### src/rtl/imuldiv_div_arbiter_if.sv
// Handshake bundle between the divider arbiter, its two requesters and the shared divider.
// The master modport is the arbiter's view; slave is the requesters plus divider.
interface imuldiv_div_arbiter_if;
   logic        req0_val;
   logic        req0_rdy;
   logic        req0_msg_fn;
   logic [31:0] req0_msg_a;
   logic [31:0] req0_msg_b;
   logic        req1_val;
   logic        req1_rdy;
   logic        req1_msg_fn;
   logic [31:0] req1_msg_a;
   logic [31:0] req1_msg_b;
   logic        resp0_val;
   logic        resp0_rdy;
   logic [63:0] resp0_msg_result;
   logic        resp1_val;
   logic        resp1_rdy;
   logic [63:0] resp1_msg_result;
   logic        divreq_val;
   logic        divreq_rdy;
   logic        divreq_msg_fn;
   logic [31:0] divreq_msg_a;
   logic [31:0] divreq_msg_b;
   logic        divresp_val;
   logic        divresp_rdy;
   logic [63:0] divresp_msg_result;

   modport master (
      input  req0_val, req0_msg_fn, req0_msg_a, req0_msg_b,
      output req0_rdy,
      input  req1_val, req1_msg_fn, req1_msg_a, req1_msg_b,
      output req1_rdy,
      output resp0_val, resp0_msg_result,
      input  resp0_rdy,
      output resp1_val, resp1_msg_result,
      input  resp1_rdy,
      output divreq_val, divreq_msg_fn, divreq_msg_a, divreq_msg_b,
      input  divreq_rdy,
      input  divresp_val, divresp_msg_result,
      output divresp_rdy
   );

   modport slave (
      output req0_val, req0_msg_fn, req0_msg_a, req0_msg_b,
      input  req0_rdy,
      output req1_val, req1_msg_fn, req1_msg_a, req1_msg_b,
      input  req1_rdy,
      input  resp0_val, resp0_msg_result,
      output resp0_rdy,
      input  resp1_val, resp1_msg_result,
      output resp1_rdy,
      input  divreq_val, divreq_msg_fn, divreq_msg_a, divreq_msg_b,
      output divreq_rdy,
      output divresp_val, divresp_msg_result,
      input  divresp_rdy
   );
endinterface

### src/rtl/imuldiv_div_arbiter.sv
// Round-robin arbiter sharing one iterative divider between two requesters.
// Define IMULDIV_DIVARB_ZERO_BYPASS_EN to answer zero-divisor requests locally.
module imuldiv_div_arbiter #(
   parameter bit PRIO_INIT = 1'b0
) (
   input logic                   clk,
   input logic                   reset,
   imuldiv_div_arbiter_if.master bus
);

   typedef enum logic [1:0] {
      IDLE,
      BUSY,
      ZRESP
   } state_t;

   state_t      state;
   logic        prio;
   logic        owner;

   logic        gnt;
   logic        gnt_val;
   logic        gnt_fn;
   logic [31:0] gnt_a;
   logic [31:0] gnt_b;
   logic        bz;
   logic        acc;
   logic        fire;
   logic        own_rdy;
   logic [63:0] res;

   always_comb begin
      gnt_val = bus.req0_val | bus.req1_val;
      gnt     = (bus.req0_val & bus.req1_val) ? prio : bus.req1_val;
      gnt_fn  = gnt ? bus.req1_msg_fn : bus.req0_msg_fn;
      gnt_a   = gnt ? bus.req1_msg_a : bus.req0_msg_a;
      gnt_b   = gnt ? bus.req1_msg_b : bus.req0_msg_b;
   end

   assign own_rdy = owner ? bus.resp1_rdy : bus.resp0_rdy;

`ifdef IMULDIV_DIVARB_ZERO_BYPASS_EN
   logic [63:0] zres;

   assign bz  = (gnt_b == 32'd0);
   assign res = (state == ZRESP) ? zres : bus.divresp_msg_result;
`else
   assign bz  = 1'b0;
   assign res = bus.divresp_msg_result;
`endif

   assign bus.divreq_msg_fn    = gnt_fn;
   assign bus.divreq_msg_a     = gnt_a;
   assign bus.divreq_msg_b     = gnt_b;
   assign bus.resp0_msg_result = res;
   assign bus.resp1_msg_result = res;

   always_comb begin
      bus.req0_rdy    = 1'b0;
      bus.req1_rdy    = 1'b0;
      bus.divreq_val  = 1'b0;
      bus.resp0_val   = 1'b0;
      bus.resp1_val   = 1'b0;
      bus.divresp_rdy = 1'b0;
      acc             = 1'b0;
      fire            = 1'b0;
      unique case (state)
         IDLE: begin
            // divreq_val is kept independent of divreq_rdy
            bus.divreq_val = gnt_val & ~bz;
            acc            = gnt_val & (bus.divreq_rdy | bz);
            bus.req0_rdy   = acc & ~gnt;
            bus.req1_rdy   = acc & gnt;
         end
         BUSY: begin
            bus.resp0_val   = bus.divresp_val & ~owner;
            bus.resp1_val   = bus.divresp_val & owner;
            bus.divresp_rdy = own_rdy;
            fire            = bus.divresp_val & own_rdy;
         end
         ZRESP: begin
            bus.resp0_val = ~owner;
            bus.resp1_val = owner;
            fire          = own_rdy;
         end
         default: ;
      endcase
   end

   always_ff @(posedge clk) begin
      if (reset) begin
         state <= IDLE;
         prio  <= PRIO_INIT;
         owner <= 1'b0;
`ifdef IMULDIV_DIVARB_ZERO_BYPASS_EN
         zres  <= 64'd0;
`endif
      end else begin
         unique case (state)
            IDLE: begin
               if (acc) begin
                  owner <= gnt;
                  prio  <= ~gnt;
`ifdef IMULDIV_DIVARB_ZERO_BYPASS_EN
                  if (bz) begin
                     zres  <= {gnt_a, 32'hFFFF_FFFF};
                     state <= ZRESP;
                  end else begin
                     state <= BUSY;
                  end
`else
                  state <= BUSY;
`endif
               end
            end
            BUSY, ZRESP: begin
               if (fire) state <= IDLE;
            end
            default: state <= IDLE;
         endcase
      end
   end

endmodule

### src/flat_wrapper.sv
// flat-port wrapper written by rule: the top's interface ports become plain ports
module imuldiv_div_arbiter_flat 
#(
   parameter bit PRIO_INIT = 1'b0
)
  (clk, reset, bus_req0_val, bus_req0_msg_fn, bus_req0_msg_a, bus_req0_msg_b, bus_req0_rdy, bus_req1_val, bus_req1_msg_fn, bus_req1_msg_a, bus_req1_msg_b, bus_req1_rdy, bus_resp0_val, bus_resp0_msg_result, bus_resp0_rdy, bus_resp1_val, bus_resp1_msg_result, bus_resp1_rdy, bus_divreq_val, bus_divreq_msg_fn, bus_divreq_msg_a, bus_divreq_msg_b, bus_divreq_rdy, bus_divresp_val, bus_divresp_msg_result, bus_divresp_rdy);
  imuldiv_div_arbiter_if bus_i ();
  input logic clk;
  input logic reset;
  input wire logic [$bits(bus_i.req0_val)-1:0] bus_req0_val;
  input wire logic [$bits(bus_i.req0_msg_fn)-1:0] bus_req0_msg_fn;
  input wire logic [$bits(bus_i.req0_msg_a)-1:0] bus_req0_msg_a;
  input wire logic [$bits(bus_i.req0_msg_b)-1:0] bus_req0_msg_b;
  output wire logic [$bits(bus_i.req0_rdy)-1:0] bus_req0_rdy;
  input wire logic [$bits(bus_i.req1_val)-1:0] bus_req1_val;
  input wire logic [$bits(bus_i.req1_msg_fn)-1:0] bus_req1_msg_fn;
  input wire logic [$bits(bus_i.req1_msg_a)-1:0] bus_req1_msg_a;
  input wire logic [$bits(bus_i.req1_msg_b)-1:0] bus_req1_msg_b;
  output wire logic [$bits(bus_i.req1_rdy)-1:0] bus_req1_rdy;
  output wire logic [$bits(bus_i.resp0_val)-1:0] bus_resp0_val;
  output wire logic [$bits(bus_i.resp0_msg_result)-1:0] bus_resp0_msg_result;
  input wire logic [$bits(bus_i.resp0_rdy)-1:0] bus_resp0_rdy;
  output wire logic [$bits(bus_i.resp1_val)-1:0] bus_resp1_val;
  output wire logic [$bits(bus_i.resp1_msg_result)-1:0] bus_resp1_msg_result;
  input wire logic [$bits(bus_i.resp1_rdy)-1:0] bus_resp1_rdy;
  output wire logic [$bits(bus_i.divreq_val)-1:0] bus_divreq_val;
  output wire logic [$bits(bus_i.divreq_msg_fn)-1:0] bus_divreq_msg_fn;
  output wire logic [$bits(bus_i.divreq_msg_a)-1:0] bus_divreq_msg_a;
  output wire logic [$bits(bus_i.divreq_msg_b)-1:0] bus_divreq_msg_b;
  input wire logic [$bits(bus_i.divreq_rdy)-1:0] bus_divreq_rdy;
  input wire logic [$bits(bus_i.divresp_val)-1:0] bus_divresp_val;
  input wire logic [$bits(bus_i.divresp_msg_result)-1:0] bus_divresp_msg_result;
  output wire logic [$bits(bus_i.divresp_rdy)-1:0] bus_divresp_rdy;
  assign bus_i.req0_val = bus_req0_val;
  assign bus_i.req0_msg_fn = bus_req0_msg_fn;
  assign bus_i.req0_msg_a = bus_req0_msg_a;
  assign bus_i.req0_msg_b = bus_req0_msg_b;
  assign bus_req0_rdy = bus_i.req0_rdy;
  assign bus_i.req1_val = bus_req1_val;
  assign bus_i.req1_msg_fn = bus_req1_msg_fn;
  assign bus_i.req1_msg_a = bus_req1_msg_a;
  assign bus_i.req1_msg_b = bus_req1_msg_b;
  assign bus_req1_rdy = bus_i.req1_rdy;
  assign bus_resp0_val = bus_i.resp0_val;
  assign bus_resp0_msg_result = bus_i.resp0_msg_result;
  assign bus_i.resp0_rdy = bus_resp0_rdy;
  assign bus_resp1_val = bus_i.resp1_val;
  assign bus_resp1_msg_result = bus_i.resp1_msg_result;
  assign bus_i.resp1_rdy = bus_resp1_rdy;
  assign bus_divreq_val = bus_i.divreq_val;
  assign bus_divreq_msg_fn = bus_i.divreq_msg_fn;
  assign bus_divreq_msg_a = bus_i.divreq_msg_a;
  assign bus_divreq_msg_b = bus_i.divreq_msg_b;
  assign bus_i.divreq_rdy = bus_divreq_rdy;
  assign bus_i.divresp_val = bus_divresp_val;
  assign bus_i.divresp_msg_result = bus_divresp_msg_result;
  assign bus_divresp_rdy = bus_i.divresp_rdy;
  imuldiv_div_arbiter #(.PRIO_INIT(PRIO_INIT)) u_core (.clk(clk), .reset(reset), .bus(bus_i));
endmodule
### config.mk
export PLATFORM = sky130hd
export DESIGN_NAME = imuldiv_div_arbiter_flat
export DESIGN_NICKNAME = d
export VERILOG_FILES = /design/src/rtl/imuldiv_div_arbiter_if.sv /design/src/rtl/imuldiv_div_arbiter.sv /design/src/flat_wrapper.sv
export SDC_FILE = /design/constraint.sdc
export NUM_CORES = 1
export LEC_CHECK = 0
export BUFFER_PORTS_ARGS = -buffer_cell sky130_fd_sc_hd__buf_2
export CAP_MARGIN = 20
export CORE_AREA = 2 2 156 158
export DETAILED_ROUTE_END_ITERATION = 8
export DIE_AREA = 0 0 158 160
export GPL_ROUTABILITY_DRIVEN = 0
export SYNTH_ARGS = -nofsm -noshare
export SYNTH_HDL_FRONTEND = slang
export SYNTH_SLANG_ARGS = --single-unit
### constraint.sdc
create_clock -name clk -period 1.7 [get_ports clk]
set_input_delay 0.34 -clock clk [delete_from_list [all_inputs] [get_ports clk]]
set_output_delay 0.34 -clock clk [all_outputs]
set_load 0.02 [all_outputs]
==> impl_table.tex, run 1 <==
\begin{tabular}{lr}
\hline
Metric & Value \\
\hline
\multicolumn{2}{l}{\textbf{Routing}} \\
Routed vias & between 1500 and 2000 \\
DRT Pass-1 Iters & 4 \\
Starting DRC count in detailed routing & 30 \\
Routed WL & 8310 µm \\
Post-DRT Antenna Nets & 0 \\
Average wire per standard cell & 12.8 µm \\
Count of unresolved DRC violations after routing & 0 \\
Vias per inst & 2.85 \\
\multicolumn{2}{l}{\textbf{Timing}} \\
Least-Margin Pin Slew & 0.241 ns \\
Final worst path period share & 1.12 \\
Worst slew margin relative to its limit & 0.839 \\
Clock period minus final worst setup slack & 1.91 ns \\
Fmax & 524 MHz \\
Total count of hold-check failures in the final report & 0 \\
Number of max-slew violations in the final report & 0 \\
Unrepaired setup endpoints after global routing & true \\
Setup ws final & -0.209 ns \\
Worst clock skew on the final layout & 0.00177 ns \\
Finish-stage setup viols & 65 \\
\multicolumn{2}{l}{\textbf{Power}} \\
Proportion of total power due to net switching & 0.338 \\
Internal power & 1030 µW \\
Total Power & between 1500 and 2000 µW \\
Combinational share of power & 0.709 \\
Worst ir drop on vdd & 0.000224 V \\
Lkg Pwr & $\sim$0.0018 µW \\
Switch Pwr & 524 µW \\
Power Dens Cells & 472 nW/µm² \\
Clock network fraction of total power & 0.237 \\
Sequential power share & 0.053 \\
\multicolumn{2}{l}{\textbf{Global routing}} \\
Vias in the first global route & 1798 \\
GR Util met3 & 0.0497 \\
Total congestion overflow after global routing & 0 \\
Antenna violations before repair & 1 \\
Global-route total usage across every layer & 0.0557 \\
Global Route met2 Usage & 0.0980 \\
First-pass GRT wire length & 10000 µm \\
Grt met1 use & 0.0449 \\
Most utilized layer in the global route result & met2 \\
Maximum number of pins on one net before global-route repair & 8 \\
\multicolumn{2}{l}{\textbf{Run status}} \\
Violations in the final reports & negative setup slack \\
Outcome & finished, violations left \\
\multicolumn{2}{l}{\textbf{Logic synthesis}} \\
Number of unique standard cell types used by synthesis & 21 \\
Top cell type's share of synthesized area & 0.442 \\
Proportion of synthesized chip area in sequential cells & 0.0276 \\
Most used flip-flop cell after synthesis & sky130\_fd\_sc\_hd\_\_dfxtp\_1 \\
YS warnings & 0 \\
Simple-gate portion of the synthesized area & 0.0115 \\
Synthesized-area fraction occupied by xor and xnor cells & 0 \\
Post-synthesis instance area & 2180 µm² \\
Post-synthesis cell count & 222 \\
Synthesized Nets & roughly 420 \\
Arithmetic-cell share of the synthesized area counting full adders, half adders and majority gates & 0 \\
Main combinational cell family by area after synthesis & buffers and inverters \\
Post-synthesis mux area share & 0.427 \\
Synth top cells by count & sky130\_fd\_sc\_hd\_\_buf\_4 (128), sky130\_fd\_sc\_hd\_\_mux2\_4 (50), sky130\_fd\_sc\_hd\_\_mux2\_2 (15), sky130\_fd\_sc\_hd\_\_buf\_12 (5) \\
Share of flip-flops with an asynchronous set or reset & 0 \\
Compound-Gate Fraction of Synth Area & 0.0334 \\
Average footprint of a synthesized cell & between 9 and 10 µm² \\
Largest area contributor in the netlist & sky130\_fd\_sc\_hd\_\_buf\_4 \\
Most instantiated library cell after synthesis & sky130\_fd\_sc\_hd\_\_buf\_4 \\
Number of synthesized register bits & 3 \\
Synth top area cells & sky130\_fd\_sc\_hd\_\_buf\_4 (44\%), sky130\_fd\_sc\_hd\_\_mux2\_4 (35\%), sky130\_fd\_sc\_hd\_\_mux2\_2 (7.8\%) \\
Post-synth EDFFs & 0 \\
\multicolumn{2}{l}{\textbf{Flow run}} \\
Number of violations of the max-capacitance limit & 0 \\
\multicolumn{2}{l}{\textbf{Critical path}} \\
Critical Path Most Common Cell & sky130\_fd\_sc\_hd\_\_buf\_12 \\
Worst setup EP type & primary output \\
Signal arrival time at the worst endpoint & 1.57 ns \\
Slowest stage cell on the critical path & sky130\_fd\_sc\_hd\_\_dfxtp\_2 \\
Setup Crit Path Kind & reg2out \\
Worst r2r src & u\_core.state[0] \\
Worst path required time & between 1 and 1.5 ns \\
Worst Path Max Fanout & 7 \\
Critical Path Start Type & register \\
CP cell instances & o21ai\_4 -> buf\_12 -> buf\_12 -> buf\_6 -> mux2\_4 -> buf\_4 \\
Start point of the critical path & u\_core.prio \\
Delay of the slowest cell on the worst path & around 0.32 ns \\
\multicolumn{2}{l}{\textbf{Floorplanning}} \\
Number of I/O pins & 401 \\
Core region area & $\sim$24000 µm² \\
Die width & approximately 160 µm \\
Starting density of the core & 0.0913 \\
Die boundary height & roughly 160 µm \\
Row cnt & 57 \\
Die outline area & 25300 µm² \\
\multicolumn{2}{l}{\textbf{Finish}} \\
Area grow syn2layout & 51.2\% \\
Fraction of final layout cells sized beyond drive strength 1 & 0.945 \\
Final Net Count & 529 \\
Count of inserted antenna diode cells & 0 \\
\multicolumn{2}{l}{\textbf{Placement}} \\
Place WS & -0.147 ns \\
Port bufs & between 200 and 250 \\
HPWL reported at the end of detailed placement & 6880 µm \\
\multicolumn{2}{l}{\textbf{Clocking}} \\
Number of clock sinks seen by CTS & 3 \\
Total CTS buffers & 3 \\
Clock slew seen by the registers of the worst setup and hold paths & $\sim$0.030 ns \\
Root buffer selected by CTS & sky130\_fd\_sc\_hd\_\_clkbuf\_16 \\
Maximum clock insertion buffer count & 2 \\
CTS tree & yes \\
Clock network latency to the later pin of the worst-skew pair & 0.22 ns \\
CTS HTree Levels & 1 \\
\multicolumn{2}{l}{\textbf{Hold path}} \\
Hold\_sp & reset \\
Worst min path class & in2reg \\
\hline
\end{tabular}
[stage by stage]
| stage | cells | TNS, ns | instance area (µm²) | util | hold WS, ns |
|---|---|---|---|---|---|
| after floorplan | 222 | 0 | 2180 | - | 0.409 |
| after global placement | 636 | -4.72 | 2710 | 0.114 | 0.544 |
| after detailed placement | 636 | -5.58 | 2710 | 0.114 | 0.549 |
| after CTS | 647 | -11.59 | 3090 | 0.130 | 0.311 |
| after global routing | 650 | -13.98 | 3290 | 0.138 | 0.315 |
| final | 650 | -10.38 | 3290 | 0.138 | 0.315 |
[worst max-delay path: cells and delay by family, from the launching register on]
| kind | cells | cell delay [ns] |
|---|---|---|
| compound gates | 1 | 0.15 |
| buf+inv | 4 | 0.55 |
| flops | 1 | 0.32 |
| mux | 1 | 0.31 |
[layout make-up]
cell class	instances	area (µm²)
Clock buffer	4	78.8
Fill cell	2704	20500
Multi-Input combinational cell	81	1080
Tap cell	324	405
Timing Repair Buffer	235	1650
Sequential cell	3	61.3
Inverter	3	11.3
[cell families after synthesis]
logic type	after synthesis
and+or+nand+nor	6
buffers and inverters	138
DFF	3
muxes	66
AOI/OAI and AO/OA	9
[timing repair]
item | CTS | global route
hold buffers | 0 | 0
setup buffers | 6 | 6
resized for setup | 69 | 68
setup endpoints to repair | 65 | 65
pin swaps | 1 | 0
cloned | 1 | 0
[power by group through the flow]
stage | registers, µW | logic [µW] | clock network, µW
after floorplan | 82.2 | 984 | 0
after global placement | 83.9 | 876 | 0
after detailed placement | 83.7 | 880 | 0
after CTS | 83.1 | 1020 | 376
after global routing | 84.2 | 1170 | 389
final | 83.0 | 1100 | 369
[layer usage]
layer / up-vias / routed length (µm)
li1: 824 / -
met1: 788 / 2570
met2: 225 / 3990
met3: 15 / 1650
met4: 0 / 112
met5: - / 0
[cell usage in the layout (no fill, tap or decap), types with 2 or more instances in the layout]
master and instances:
sky130_fd_sc_hd__nor2_1 3, sky130_fd_sc_hd__inv_1 2, sky130_fd_sc_hd__buf_8 3, sky130_fd_sc_hd__buf_4 26, sky130_fd_sc_hd__dfxtp_1 2, sky130_fd_sc_hd__clkbuf_16 3, sky130_fd_sc_hd__mux2_2 3, sky130_fd_sc_hd__nand2_1 2
sky130_fd_sc_hd__mux2_4 62, sky130_fd_sc_hd__buf_6 54, sky130_fd_sc_hd__a21oi_1 2, sky130_fd_sc_hd__buf_12 3, sky130_fd_sc_hd__buf_2 149
[flip-flops by register name, indices dropped and copies added (netlist names)]
register      count
u_core.state      1
u_core.owner      1
u_core.prio       1
[path summary, 6_finish.rpt]
kind | depth (start not counted) | to | slack, ns
max | 6 | bus_divreq_msg_a[2] | -0.21
min | 2 | u_core.prio | 0.32
max reg2reg | 3 | u_core.state[0] | 0.68
min reg2reg | 2 | u_core.state[0] | 0.55
Note: power is estimated with default switching activity, not from simulation.
==> inputs of run 2 (changes only) <==
--- a/config.mk
+++ b/config.mk
@@ -5,12 +5,15 @@
 export SDC_FILE = /design/constraint.sdc
 export NUM_CORES = 1
 export LEC_CHECK = 0
+export ABC_AREA = 1
+export ABC_CLOCK_PERIOD_IN_PS = 1700
 export BUFFER_PORTS_ARGS = -buffer_cell sky130_fd_sc_hd__buf_2
 export CAP_MARGIN = 20
-export CORE_AREA = 2 2 156 158
+export CORE_AREA = 2 2 158 160
 export DETAILED_ROUTE_END_ITERATION = 8
-export DIE_AREA = 0 0 158 160
+export DIE_AREA = 0 0 160 162
 export GPL_ROUTABILITY_DRIVEN = 0
+export SLEW_MARGIN = 0
 export SYNTH_ARGS = -nofsm -noshare
 export SYNTH_HDL_FRONTEND = slang
 export SYNTH_SLANG_ARGS = --single-unit
==> run 2 against run 1 <==
Clock skew is essentially flat. First-iteration DRC count is 130% higher. Clock-buffer cell count unchanged. Synthesized cell count rose by 68%. Die area up 2.5%. Register-to-register slack lost 0.09 ns. Critical endpoint is now bus_divreq_msg_a[19]. Worst setup slack improved by 0.17 ns. Maximum frequency grew 9.7%. The run still ends with negative setup slack left.
==> impl_table.tex, run 2 <==
\begin{tabular}{lr}
\hline
Metric & Value \\
\hline
\multicolumn{2}{l}{\textbf{Clocking}} \\
Clock network latency to the later pin of the worst-skew pair & between 0.2 and 0.25 ns \\
Number of clock sinks seen by CTS & 3 \\
Clock slew seen by the registers of the worst setup and hold paths & 0.03 ns \\
Total CTS buffers & 3 \\
Root buffer selected by CTS & sky130\_fd\_sc\_hd\_\_clkbuf\_16 \\
Maximum clock insertion buffer count & 2 \\
CTS HTree Levels & 1 \\
Cts hold-fix bufs & 0 \\
CTS tree & yes \\
\multicolumn{2}{l}{\textbf{Logic synthesis}} \\
Most instantiated library cell after synthesis & sky130\_fd\_sc\_hd\_\_nand2\_1 \\
Most used flip-flop cell after synthesis & sky130\_fd\_sc\_hd\_\_dfxtp\_1 \\
Number of synthesized register bits & 3 \\
Proportion of synthesized chip area in sequential cells & 0.0298 \\
Post-synthesis instance area & between 2000 and 2500 µm² \\
Average footprint of a synthesized cell & 5.41 µm² \\
Largest area contributor in the netlist & sky130\_fd\_sc\_hd\_\_buf\_4 \\
Top cell type's share of synthesized area & 0.485 \\
YS warnings & 0 \\
Synth top cells by count & sky130\_fd\_sc\_hd\_\_nand2\_1 (208), sky130\_fd\_sc\_hd\_\_buf\_4 (130), sky130\_fd\_sc\_hd\_\_buf\_6 (8), sky130\_fd\_sc\_hd\_\_nor2\_1 (8), sky130\_fd\_sc\_hd\_\_inv\_1 (6) \\
Share of flip-flops with an asynchronous set or reset & 0 \\
Post-synth EDFFs & 0 \\
Synth top area cells & sky130\_fd\_sc\_hd\_\_buf\_4 (48\%), sky130\_fd\_sc\_hd\_\_nand2\_1 (39\%), sky130\_fd\_sc\_hd\_\_buf\_6 (4.5\%) \\
Number of unique standard cell types used by synthesis & 11 \\
Synthesized Nets & 574 \\
Post-synthesis cell count & 372 \\
\multicolumn{2}{l}{\textbf{Routing}} \\
Count of unresolved DRC violations after routing & 0 \\
Vias per inst & between 3 and 4 \\
Routed vias & 2342 \\
Post-DRT Antenna Nets & 0 \\
Routed WL & 9740 µm \\
Detailed route wirelength on metal2 & 4480 µm \\
DR WL met3 & 1490 µm \\
Starting DRC count in detailed routing & 70 \\
Met1 wire length & $\sim$3300 µm \\
Uppermost signal routing layer after detailed routing & met4 \\
Average wire per standard cell & 12.5 µm \\
DRT Pass-1 Iters & 4 \\
\multicolumn{2}{l}{\textbf{Timing}} \\
Unrepaired setup endpoints after global routing & true \\
Number of max-slew violations in the final report & 0 \\
Worst slew margin relative to its limit & 0.834 \\
Fmax & 575 MHz \\
Setup ws final & -0.0400 ns \\
Total count of hold-check failures in the final report & 0 \\
Worst clock skew on the final layout & 0.00209 ns \\
Final worst path period share & 1.02 \\
Least-Margin Pin Slew & 0.249 ns \\
Clock period minus final worst setup slack & 1.74 ns \\
Finish-stage setup viols & 33 \\
\multicolumn{2}{l}{\textbf{Global routing}} \\
First-pass GRT wire length & around 13000 µm \\
Vias in the first global route & 2232 \\
Total congestion overflow after global routing & 0 \\
Antenna violations before repair & 0 \\
Maximum number of pins on one net before global-route repair & 49 \\
Global-route total usage across every layer & 0.0636 \\
\multicolumn{2}{l}{\textbf{Placement}} \\
Cell total after placement & 766 \\
Instance area at placement & 2440 µm² \\
Place WS & 0.0197 ns \\
Port bufs & 208 \\
HPWL reported at the end of detailed placement & roughly 7400 µm \\
\multicolumn{2}{l}{\textbf{Floorplanning}} \\
Die boundary height & 162 µm \\
Row cnt & 57 \\
Number of I/O pins & between 400 and 500 \\
Die width & approximately 160 µm \\
Core region area & 24100 µm² \\
Die outline area & 25900 µm² \\
Starting density of the core & 0.0835 \\
\multicolumn{2}{l}{\textbf{Critical path}} \\
Signal arrival time at the worst endpoint & approximately 1.4 ns \\
Setup Crit Path Kind & reg2out \\
Worst Path Max Fanout & 48 \\
Worst setup EP type & primary output \\
Worst path required time & 1.36 ns \\
Slowest stage cell on the critical path & sky130\_fd\_sc\_hd\_\_dfxtp\_2 \\
Critical Path Start Type & register \\
Start point of the critical path & u\_core.prio \\
CP cell instances & inv\_2 -> a21oi\_4 -> inv\_2 -> buf\_12 -> nand2\_1 -> nand2\_1 -> buf\_4 \\
Buffers plus inverters on the worst setup path & 4 \\
Delay of the slowest cell on the worst path & 0.31 ns \\
Worst r2r src & u\_core.prio \\
Gate family responsible for the most delay along the worst path & buffers and inverters \\
\multicolumn{2}{l}{\textbf{Power}} \\
Lkg Pwr & about 0.0018 µW \\
Worst ir drop on vdd & 0.000986 V \\
Power Dens Cells & 490 nW/µm² \\
\multicolumn{2}{l}{\textbf{Finish}} \\
Registers with the highest flip-flop counts & u\_core.owner (1), u\_core.prio (1), u\_core.state (1) \\
Leading cell type in the layout, fill and taps excluded & sky130\_fd\_sc\_hd\_\_nand2\_1 \\
Post-route cell area & 2940 µm² \\
Count of inserted antenna diode cells & 0 \\
Fraction of the core area covered by cells at the end of the flow & 0.122 \\
Final Net Count & 656 \\
Top library cells by usage in the layout, fill and taps aside & sky130\_fd\_sc\_hd\_\_nand2\_1 (184), sky130\_fd\_sc\_hd\_\_buf\_2 (167), sky130\_fd\_sc\_hd\_\_buf\_4 (23), sky130\_fd\_sc\_hd\_\_buf\_6 (21), sky130\_fd\_sc\_hd\_\_nand2\_2 (15) \\
Fraction of final layout cells sized beyond drive strength 1 & 0.556 \\
Area grow syn2layout & 45.9\% \\
Non-filler cells, final & 777 \\
\multicolumn{2}{l}{\textbf{Run status}} \\
Violations in the final reports & negative setup slack \\
Outcome & finished, violations left \\
\multicolumn{2}{l}{\textbf{Hold path}} \\
Hold\_sp & reset \\
Worst min path class & in2reg \\
\multicolumn{2}{l}{\textbf{Flow run}} \\
Number of violations of the max-capacitance limit & 0 \\
\hline
\end{tabular}
## run 2: cell count changes after synthesis, moves of 2 or more
cell	change
sky130_fd_sc_hd__buf_12	-5
sky130_fd_sc_hd__buf_2	+3
sky130_fd_sc_hd__buf_4	+2
sky130_fd_sc_hd__buf_6	+7
sky130_fd_sc_hd__inv_1	+4
sky130_fd_sc_hd__mux2_2	-15
sky130_fd_sc_hd__mux2_4	-50
sky130_fd_sc_hd__nand2_1	+206
sky130_fd_sc_hd__nor2_1	+5
## run 2: layout make-up
class                      count  area [µm²]
inverter                       8        30.0
clock buffer                   4        78.8
fill                        2824       21200
tap                          324         405
multi-input combinational    219         945
sequential                     3        61.3
timing repair buffer         219        1420
## run 2: stage by stage
stage	hold slack, ns	power (µW)	TNS (ns)
finish	0.381	1440	-0.447
global route	0.406	1550	-5.51
CTS	0.375	1380	-1.93
detailed placement	0.581	884	0
global placement	0.575	878	0
floorplan	0.507	971	0
## run 2: path summary, 6_finish.rpt
check | end | slack, ns | cells after the start
max | bus_divreq_msg_a[19] | -0.04 | 7
min | u_core.prio | 0.38 | 4
max reg2reg | u_core.prio | 0.59 | 6
min reg2reg | u_core.prio | 0.64 | 5
## run 2: what timing repair did
item | CTS | global route
pin swaps | 3 | 13
buffers inserted | 2 | 1
gates cloned | 1 | 3
resized for setup | 62 | 38
setup endpoints to repair | 66 | 67
## run 2: worst register-to-register path: stages, from the launching register on
cell	delay [ns]
sky130_fd_sc_hd__dfxtp_2	0.31
sky130_fd_sc_hd__inv_2	0.05
sky130_fd_sc_hd__a21oi_4	0.19
sky130_fd_sc_hd__inv_2	0.09
sky130_fd_sc_hd__buf_12	0.18
sky130_fd_sc_hd__nor2_2	0.14
sky130_fd_sc_hd__nor2_1	0.05
## run 2: logic make-up after synthesis
family	synth area share
buffers and inverters	0.554
AND/OR/NAND/NOR	0.405
flip-flops	0.0298
AO/OA/AOI/OAI	0.0106
## run 2: where the power goes
| part | internal [µW] | switching, µW | total, µW | leakage [µW] |
|---|---|---|---|---|
| sequential | 77.4 | 6.23 | 83.7 | 0.0000252 |
| clock | 309 | 63.1 | 372 | 0.0000382 |
| combinational | 437 | 547 | 984 | 0.00170 |
| total | 824 | 616 | 1440 | 0.00177 |
## run 2: layer usage
metal,GRT usage,up-vias
met4,0.0332,0
met1,0.0590,953
met5,0,-
met3,0.0383,52
li1,-,1133
met2,0.110,204
==> inputs of run 3 (changes only) <==
--- a/config.mk
+++ b/config.mk
@@ -13,6 +13,7 @@
 export DETAILED_ROUTE_END_ITERATION = 8
 export DIE_AREA = 0 0 160 162
 export GPL_ROUTABILITY_DRIVEN = 0
+export PLACE_DENSITY_LB_ADDON = 0.1
 export SLEW_MARGIN = 0
 export SYNTH_ARGS = -nofsm -noshare
 export SYNTH_HDL_FRONTEND = slang
==> run 3 against run 2 <==
The flow still finishes with violations (negative setup slack). Global-route usage hardly changed. Combinational power increased by 5%. Highest routed layer unchanged. Sequential power down 0.5%. Cell count rose by 0.26%. Final area is 2.6% higher. Critical path type unchanged. Clock skew fell by 0.00091 ns. Power rose by 3.4%. Hold slack improved by 0.0061 ns. Clock-buffer cell count is the same. First-iteration DRC count is 7.1% higher. Sequential share of layout area is 0.052 points lower. Via count fell by 1.3%. Critical endpoint is now bus_divreq_msg_b[13].
==> impl_table.tex, run 3 (synthesis gave the netlist of run 2 again) <==
\begin{tabular}{lr}
\hline
Metric & Value \\
\hline
\multicolumn{2}{l}{\textbf{Routing}} \\
Met1 wire length & 3420 µm \\
Vias per inst & 2.97 \\
Count of unresolved DRC violations after routing & 0 \\
DR WL met3 & 989 µm \\
Average wire per standard cell & between 10 and 15 µm \\
DRT Pass-1 Iters & 4 \\
Uppermost signal routing layer after detailed routing & met4 \\
Detailed route wirelength on metal2 & 4910 µm \\
Routed WL & $\sim$9700 µm \\
Post-DRT Antenna Nets & 0 \\
Routed vias & 2312 \\
Starting DRC count in detailed routing & 75 \\
\multicolumn{2}{l}{\textbf{Critical path}} \\
Critical Path Start Type & register \\
Worst path required time & 1.36 ns \\
Signal arrival time at the worst endpoint & 1.40 ns \\
Worst Path Max Fanout & 8 \\
Worst setup EP type & primary output \\
CP cell instances & inv\_2 -> a21oi\_4 -> buf\_12 -> inv\_16 -> clkbuf\_16 -> nand2\_1 -> nand2\_1 -> buf\_4 \\
Buffers plus inverters on the worst setup path & 5 \\
Slowest stage cell on the critical path & sky130\_fd\_sc\_hd\_\_dfxtp\_2 \\
Gate family responsible for the most delay along the worst path & buffers and inverters \\
Delay of the slowest cell on the worst path & 0.32 ns \\
Critical Path Most Common Cell & sky130\_fd\_sc\_hd\_\_nand2\_1 \\
Setup Crit Path Kind & reg2out \\
\multicolumn{2}{l}{\textbf{Timing}} \\
Finish-stage setup viols & 54 \\
Least-Margin Pin Slew & 0.200 ns \\
Number of max-slew violations in the final report & 0 \\
Unrepaired setup endpoints after global routing & true \\
Worst slew margin relative to its limit & 0.866 \\
Worst clock skew on the final layout & 0.00119 ns \\
Final TNS setup & -0.745 ns \\
Total count of hold-check failures in the final report & 0 \\
Clock period minus final worst setup slack & 1.74 ns \\
Final worst path period share & 1.02 \\
Fmax & 576 MHz \\
Setup ws final & -0.0369 ns \\
\multicolumn{2}{l}{\textbf{Floorplanning}} \\
Starting density of the core & 0.0835 \\
Number of I/O pins & 401 \\
Die outline area & 25900 µm² \\
Die boundary height & roughly 160 µm \\
Row cnt & 57 \\
Core region area & 24100 µm² \\
Die width & 160 µm \\
\multicolumn{2}{l}{\textbf{Finish}} \\
Registers with the highest flip-flop counts & u\_core.owner (1), u\_core.prio (1), u\_core.state (1) \\
Top library cells by usage in the layout, fill and taps aside & sky130\_fd\_sc\_hd\_\_nand2\_1 (199), sky130\_fd\_sc\_hd\_\_buf\_2 (156), sky130\_fd\_sc\_hd\_\_buf\_4 (27), sky130\_fd\_sc\_hd\_\_buf\_6 (26), sky130\_fd\_sc\_hd\_\_nand2\_2 (9) \\
Final Net Count & 658 \\
Count of inserted antenna diode cells & 0 \\
Fraction of final layout cells sized beyond drive strength 1 & 0.525 \\
Number of fill cells in the layout & 2899 \\
Leading cell type in the layout, fill and taps excluded & sky130\_fd\_sc\_hd\_\_nand2\_1 \\
Area grow syn2layout & 49.7\% \\
\multicolumn{2}{l}{\textbf{Hold path}} \\
Worst min path class & in2reg \\
\multicolumn{2}{l}{\textbf{Run status}} \\
Violations in the final reports & negative setup slack \\
Outcome & finished, violations left \\
\multicolumn{2}{l}{\textbf{Clocking}} \\
Maximum clock insertion buffer count & 2 \\
Number of clock sinks seen by CTS & 3 \\
Clock network latency to the later pin of the worst-skew pair & 0.22 ns \\
Cts hold-fix bufs & 0 \\
Clock slew seen by the registers of the worst setup and hold paths & roughly 0.030 ns \\
CTS tree & yes \\
Total CTS buffers & 3 \\
CTS HTree Levels & 1 \\
Root buffer selected by CTS & sky130\_fd\_sc\_hd\_\_clkbuf\_16 \\
\multicolumn{2}{l}{\textbf{Global routing}} \\
Total congestion overflow after global routing & 0 \\
Vias in the first global route & 2444 \\
Global-route total usage across every layer & 0.0631 \\
Maximum number of pins on one net before global-route repair & 34 \\
First-pass GRT wire length & about 13000 µm \\
Antenna violations before repair & 0 \\
\multicolumn{2}{l}{\textbf{Placement}} \\
Port bufs & roughly 210 \\
HPWL reported at the end of detailed placement & 6800 µm \\
\multicolumn{2}{l}{\textbf{Flow run}} \\
Number of violations of the max-capacitance limit & 0 \\
\multicolumn{2}{l}{\textbf{Power}} \\
Lkg Pwr & between 0.0015 and 0.002 µW \\
Total Power & 1490 µW \\
Power Dens Cells & just under 500 nW/µm² \\
Worst ir drop on vdd & 0.000236 V \\
\hline
\end{tabular}
run 3: cell types whose count changed in the layout (fill, tap and decap cells not counted), sizes merged:
cell	change
clkbuf	+2
run 3: power breakdown:
part	switching (µW)	total, µW	leakage (µW)	internal, µW
Clock	61.8	371	0.0000382	309
Combinational	553	1030	0.00171	482
Sequential	5.80	83.3	0.0000252	77.5
run 3: area by class of cell:
cell class	instances	area [µm²]	area share
multi-input combinational	219	862	0.286
inverter	8	46.3	0.0154
tap	324	405	0.135
timing repair buffer	221	1560	0.517
sequential	3	61.3	0.0203
clock buffer	4	78.8	0.0262
run 3: worst register-to-register path, delay by kind of cell, from the launching register on:
family | cells | cell delay [ns]
buffers and inverters | 4 | 0.51
flip-flops | 1 | 0.32
AND/OR/NAND/NOR | 2 | 0.15
AO/OA/AOI/OAI | 1 | 0.13
run 3: final timing paths:
kind	start	endpoint	slack [ns]	cells past startpoint
setup reg to reg	u_core.prio	u_core.owner	0.53	7
hold reg to reg	u_core.prio	u_core.prio	0.55	4
hold / removal	reset	u_core.prio	0.39	4
setup / recovery	u_core.prio	bus_divreq_msg_b[13]	-0.04	8
run 3: timing repair:
item | in CTS | in global routing
endpoints found under the setup margin | 65 | 67
cloned | 3 | 4
setup buffers | 2 | 0
resized for setup | 85 | 15
pin swaps | 1 | 1
run 3: stage by stage:
step / setup slack [ns] / hold slack, ns / cells / instance area, µm² / util
after global placement: 0.0480 / 0.590 / 767 / 2460 / 0.102
after global routing: -0.102 / 0.428 / 779 / 3010 / 0.125
after CTS: -0.0609 / 0.392 / 776 / 2900 / 0.120
final: -0.0369 / 0.388 / 779 / 3010 / 0.125
after floorplan: 0.328 / 0.507 / 372 / 2010 / -
after detailed placement: 0.0396 / 0.582 / 767 / 2460 / 0.102
run 3: per-layer routing:
| metal | global-route usage | up-vias |
|---|---|---|
| met5 | 0 | - |
| met4 | 0.0291 | 0 |
| met3 | 0.0209 | 51 |
| met2 | 0.120 | 148 |
| met1 | 0.0618 | 975 |
| li1 | - | 1138 |
